File: config.mk
export PLATFORM = sky130hd
export DESIGN_NAME = simon_button_conditioner
export DESIGN_NICKNAME = d
export VERILOG_FILES = /design/src/rtl/simon_button_conditioner.sv
export SDC_FILE = /design/constraint.sdc
export NUM_CORES = 1
export LEC_CHECK = 0
export BUFFER_PORTS_ARGS = -buffer_cell sky130_fd_sc_hd__buf_2
export CORE_ASPECT_RATIO = 1.5
export CORE_MARGIN = 4
export CORE_UTILIZATION = 35
export CTS_BUF_LIST = sky130_fd_sc_hd__clkbuf_16
export DETAILED_ROUTE_END_ITERATION = 12
export PLACE_DENSITY = 0.51
export SLEW_MARGIN = 30
export SYNTH_ARGS = -nofsm -noshare
export SYNTH_HDL_FRONTEND = slang
export SYNTH_SLANG_ARGS = --single-unit
File: constraint.sdc
create_clock -name clk -period 4.07 [get_ports clk]
set_input_delay 0.407 -clock clk [delete_from_list [all_inputs] [get_ports clk]]
set_output_delay 0.407 -clock clk [all_outputs]
set_load 0.005 [all_outputs]
File: src/rtl/simon_button_conditioner.sv
// -----------------------------------------------------------------------------
// simon_button_conditioner
//
// Turns the four raw push-button pins of the Simon board into a clean button
// vector for the game core. Each pin is synchronized, debounced against a
// shared millisecond tick, and passed through a press arbiter. The arbiter
// delivers at most one button at a time and ignores simultaneous presses and
// roll-overs.
//
// Ports
//   clk             : system clock
//   rst             : synchronous, active-low reset
//   ticks_per_milli : clock cycles per millisecond minus 1
//   btn_raw         : asynchronous, active-high button pins (bit i = button i)
//   btn             : conditioned buttons, 0000 or one-hot (registered)
//   press           : one-cycle strobe when btn goes 0000 -> one-hot
//   release_stb     : one-cycle strobe when btn returns to 0000
//                     ("release" itself is a reserved word in SystemVerilog)
//   code            : index of the set bit of btn, held while btn = 0000
//   state_dbg       : current arbiter state (IDLE=0, HELD=1, DRAIN=2)
//
// Handshake: there is no valid/ready pairing on this block. press and
// release_stb are single-cycle strobes with no back-pressure. btn and code
// are level outputs that are valid in every cycle.
// -----------------------------------------------------------------------------
module simon_button_conditioner #(
    parameter int DEBOUNCE_MS = 20  // legal range 1..255
) (
    input  logic        clk,
    input  logic        rst,
    input  logic [15:0] ticks_per_milli,
    input  logic [3:0]  btn_raw,
    output logic [3:0]  btn,
    output logic        press,
    output logic        release_stb,
    output logic [1:0]  code,
    output logic [1:0]  state_dbg
);

    typedef enum logic [1:0] {
        IDLE  = 2'd0,
        HELD  = 2'd1,
        DRAIN = 2'd2
    } state_t;

    localparam logic [7:0] DB_LIMIT = 8'(DEBOUNCE_MS);

    state_t          state;
    logic [3:0]      sync_meta;
    logic [3:0]      sync;
    logic [15:0]     tick_cnt;
    logic            ms_tick;
    logic [3:0][7:0] cnt;
    logic [3:0]      stable;
    logic            stable_onehot;
    logic [1:0]      stable_idx;

    // ------------------------------------------------------------------
    // Two-flop synchronizer for the asynchronous pins.
    // ------------------------------------------------------------------
    always_ff @(posedge clk) begin
        if (!rst) begin
            sync_meta <= 4'b0000;
            sync      <= 4'b0000;
        end else begin
            sync_meta <= btn_raw;
            sync      <= sync_meta;
        end
    end

    // ------------------------------------------------------------------
    // Millisecond tick. The compare is an equality, so lowering
    // ticks_per_milli below the current count lets the counter run on
    // and wrap through 16 bits before the next tick.
    // ------------------------------------------------------------------
    assign ms_tick = (tick_cnt == ticks_per_milli);

    always_ff @(posedge clk) begin
        if (!rst) begin
            tick_cnt <= 16'd0;
        end else if (ms_tick) begin
            tick_cnt <= 16'd0;
        end else begin
            tick_cnt <= tick_cnt + 16'd1;
        end
    end

    // ------------------------------------------------------------------
    // Per-bit debounce. Any cycle where the synchronized input agrees
    // with the debounced value clears the count, so a glitch shorter
    // than the window never flips stable.
    // ------------------------------------------------------------------
    always_ff @(posedge clk) begin
        if (!rst) begin
            cnt    <= '0;
            stable <= 4'b0000;
        end else begin
            for (int i = 0; i < 4; i++) begin
                if (sync[i] == stable[i]) begin
                    cnt[i] <= 8'd0;
                end else if (ms_tick) begin
                    if (cnt[i] + 8'd1 == DB_LIMIT) begin
                        stable[i] <= sync[i];
                        cnt[i]    <= 8'd0;
                    end else begin
                        cnt[i] <= cnt[i] + 8'd1;
                    end
                end
            end
        end
    end

    // ------------------------------------------------------------------
    // One-hot detect and index encode of the debounced vector.
    // ------------------------------------------------------------------
    always_comb begin
        stable_onehot = (stable != 4'b0000) &&
                        ((stable & (stable - 4'd1)) == 4'b0000);
        stable_idx = 2'd0;
        for (int i = 0; i < 4; i++) begin
            if (stable[i]) begin
                stable_idx = 2'(i);
            end
        end
    end

    // ------------------------------------------------------------------
    // Press arbiter. Only a lone button is accepted. Once it is let go,
    // DRAIN waits for every button to be up, so a rolled-over second
    // button cannot register without being pressed again.
    // ------------------------------------------------------------------
    always_ff @(posedge clk) begin
        if (!rst) begin
            state       <= IDLE;
            btn         <= 4'b0000;
            press       <= 1'b0;
            release_stb <= 1'b0;
            code        <= 2'd0;
        end else begin
            press       <= 1'b0;
            release_stb <= 1'b0;
            case (state)
                IDLE: begin
                    if (stable_onehot) begin
                        btn   <= stable;
                        code  <= stable_idx;
                        press <= 1'b1;
                        state <= HELD;
                    end
                end
                HELD: begin
                    if (!stable[code]) begin
                        btn         <= 4'b0000;
                        release_stb <= 1'b1;
                        state       <= DRAIN;
                    end
                end
                DRAIN: begin
                    if (stable == 4'b0000) begin
                        state <= IDLE;
                    end
                end
                default: begin
                    state <= IDLE;
                end
            endcase
        end
    end

    assign state_dbg = state;

endmodule

## After elaboration in Yosys (flattened, before gate mapping)

Cells that the tools add are included.

- Bits in registers: 70
- Word-level logic and storage cells: 81

- Add/sub/neg operators: 6
- Magnitude comparators: 1
- Equal/unequal tests: 14
- Multiplexer cells: 18
- Bitwise logic cells: 6
- Reductions and logical operators: 20

Operators with widths:

| kind | count |
|---|---|
| $add 8x1->8 const B | 4 |
| $eq 8x5->1 const B | 4 |
| $mux 8 | 4 |
| $reduce_and 3->1 | 6 |
| $add 16x1->16 const B | 1 |
| $eq 16x16->1 | 1 |
| $mux 2 | 5 |
| $reduce_or 2->1 | 5 |
| $logic_not 4->1 | 2 |
| $mux 4 | 2 |
| $pmux 4 s2 | 1 |
| $ne 2x2->1 const B | 3 |
| $pmux 2 s3 | 1 |
| $reduce_and 2->1 | 3 |
| $not 1->1 | 5 |
| $and 4x4->4 | 1 |
| $eq 1x1->1 | 4 |
| $mux 1 | 4 |
| $reduce_bool 4->1 | 1 |
| $sub 4x1->4 const B | 1 |
| $lt 2x3->1 const B | 1 |
| $bmux 1 s2 | 1 |
| $eq 2x1->1 const B | 1 |
| $eq 2x2->1 const B | 1 |
| 3 further kinds | 3 |

## Depth between registers and ports, before layout

- Depth after elaboration: 6
- Mapped depth: 7

## Worst setup path after synthesis

Ideal clock, no wire load.

- Path kind: input to register
- Start: in ticks_per_milli[12]
- End: reg cnt[0] (netlist name)
- Setup time: 0.129 ns
- Arrival: 1.716 ns
- Required time: 3.941 ns
- Setup slack: 2.226 ns
- Stages: 6
- Buffers on the path: 1
- Path through: xor2_1 nor4_2 nand4_2 buf_2 o41ai_2 nor2_1

- Longest elaborated chain between the ends: 1

RTL lines:

| element | RTL line | RTL |
|---|---|---|
| start, declared | 31 | `input logic [15:0] ticks_per_milli,` |
| $eq 16x16->1 | 76 | `assign ms_tick = (tick_cnt == ticks_per_milli);` |
| end signal, assigned by index | 106 | `cnt[i] <= cnt[i] + 8'd1;` |
| end, declared | 53 | `logic [3:0][7:0] cnt;` |

Every way passes these cells.
A chain may end at the register's enable or synchronous reset.

## Final worst setup path

- Start: reg tick_cnt[2]
- End: reg cnt[25] (netlist name)

- Longest elaborated chain between the ends: 1

RTL lines:

| element | RTL line | RTL |
|---|---|---|
| start, declared | 51 | `logic [15:0] tick_cnt;` |
| start signal, assigned | 84 | `tick_cnt <= tick_cnt + 16'd1;` |
| $eq 16x16->1 | 76 |  |

Every way passes these cells.

==> run metrics <==
Rel. slew slack 50.2%; worst vdd rail ir drop 0.213 mV; WL final 7.26 mm; H-Tree Depth 3; Inserted Clock Buffers 9; area occupied by multi-input gates 1990 µm²; total core area 9740 µm²; 1st-iter DRT viols 87; CP arrival 2.49 ns; setup_tns 0 ns; Mean Syn Cell Area 8.73 µm²; P per Cell Area 370 nW/µm²; Final min period 2.29 ns; Worst Setup Start Kind flip-flop; post-synth cell types 48; Die Span X 89.8 µm; warnings from Yosys 0; worst hold path stage count 2; number of setup buffers added after CTS 0; commonest non-fill, non-tap cell in the layout dfxtp_1; Max Fanout on Critical Path 19; depth of the worst register-to-register path 6; vias per cell 5.29; Post-CTS Resized 0; Peak Freq 0.437 GHz; fin. max-slew vios 0; port bufs 31; Synth area leader dfxtp_1; Worst-Margin Slew 0.747 ns; Layout Skew 0.00387 ns; Yosys reg bits 70; fin crit share 56.3%; TritonCTS clock tree yes; P_leak 1.62 nW; commonest non-fill, non-tap cells in the layout 70 x dfxtp_1, 41 x nor2_1, 35 x nand2_1; row count 44; DRC Markers 0; vias in the first global route 2820; clock latency on the worst-skew pair 0.33 ns; Avg WL per Cell 13.3 µm; EDFF count, synth 0; DIE AREA 11700 µm²; Final Wtd Congestion 0.771; cells after synthesis 402; crit path kind reg2reg; top cells by area, synth dfxtp_1 40%, xor2_1 7.5%, nor2_1 4.4%; Worst-path clk slew 0.06 ns; HPWL after DPL 5.28 mm; number of nets with antenna violations after routing 0; CP Capture Type flip-flop; predominant post-synthesis flop cell dfxtp_1; Critical Path RT 4.27 ns; total congestion overflow 0; die height 131 µm; final hold slack 0.281 ns; hold_buf cts 0; initial antenna violation count 0; Top Ports 32; share of layout cells above drive strength 1 14.6%; asr flop ratio synth 0%; Synth Cell Area 3510 µm²; endpoints failing setup 0; post-synthesis net count 431; initial core utilization 36.0%; final hold violations 0; total track usage 13.0%; CTS max path bufs 2; root buf cell clkbuf_16; Antenna diodes 0; register area share after synthesis 39.9%; register area 1400 µm²; max-cap violations 0; status completed; Area growth syn-to-layout 15.0%; first-pass GRT wire length 12.5 mm; RSZ-0062 raised after global routing false; nets 456; clock sink count 70; Min-Delay Path Class in2reg; Vias 2893; pin count of the biggest net entering global routing 46; top cell type's share of synthesized area 39.9%; Fillers 982; DR pass1 iterations 4
==> logic make-up (layout without fill, tap and decap cells) <==
family / Yosys count / in the layout / share of synthesized area [%]
AO/OA/AOI/OAI: 73 / 73 / 14.1
XOR/XNOR: 42 / 42 / 10.5
adder cells (fa/ha/maj): 7 / 7 / 2.50
buffers and inverters: 30 / 60 / 3.42
flip-flops: 70 / 70 / 39.9
multiplexers: 12 / 12 / 3.78
AND/OR/NAND/NOR: 168 / 168 / 25.8
==> critical path, stage by stage, from the launching register on <==
cell,delay [ns]
dfxtp_1,0.36
xor2_1,0.19
nor4_2,0.38
and4_1,0.76
buf_4,0.25
mux2i_1,0.18
nor2_1,0.05
==> final cells by class <==
type,instances,share of cell area [%]
inverters,11,1.02
flip-flops and latches,70,34.7
clock inverters,7,1.61
repair buffers,33,4.22
clock buffers,9,5.58
well taps,115,3.57
multi-input cells,302,49.3
==> state kept, by name, indices dropped and copies added, names as in the netlist, 2 cells and up <==
register / cells
tick_cnt: 16
btn: 4
sync: 4
code: 2
stable: 4
state_dbg: 2
sync_meta: 4
cnt: 32
==> where the power goes <==
part | internal (W) | leakage (nW) | switching (W)
clock network | 0.000468 | 0.133 | 0.000287
registers | 0.000692 | 0.566 | 0.00000478
logic | 0.0000185 | 0.923 | 0.0000238
==> final timing paths <==
check / startpoint / slack [ns] / endpoint
hold reg to reg: sync_meta[1]$_SDFF_PN0_ / 0.43 / sync[1]$_SDFF_PN0_
setup / recovery: tick_cnt[2]$_SDFF_PP0_ / 1.78 / cnt[25]$_SDFFE_PP0N_
hold / removal: btn_raw[3] / 0.28 / sync_meta[3]$_SDFF_PN0_
setup reg to reg: tick_cnt[2]$_SDFF_PP0_ / 1.78 / cnt[25]$_SDFFE_PP0N_
==> Yosys cell counts, drive strengths merged (11+ instances only) <==
master / number
or3: 11
a21oi: 21
clkbuf: 13
o21ai: 16
nand3: 14
mux2i: 11
xnor2: 12
dfxtp: 70
xor2: 30
and2: 15
nand2: 35
nor2: 41
==> metrics by stage <==
stage / utilization (%) / cells / total power, W / cell area, µm² / setup WS, ns
final: 41.4 / 547 / 0.00149 / 4040 / 1.78
after global routing: 41.4 / 547 / 0.00156 / 4040 / 1.62
after CTS: 41.4 / 547 / 0.00152 / 4040 / 1.71
after detailed placement: 38.4 / 531 / 0.000755 / 3740 / 1.58
after global placement: 38.4 / 531 / 0.000754 / 3740 / 1.59
after floorplan: - / 402 / 0.000737 / 3510 / 2.23
==> layer usage <==
metal	global-route usage (%)	share of wire (%)	vias up	wire, µm
li1	-	-	1490	-
met1	13.6	42	1354	3080
met2	25.1	53	37	3830
met3	1.95	2.3	12	165
met4	7.31	2.5	0	178
met5	0	0	-	0
Note: power is estimated with default switching activity, not from simulation.
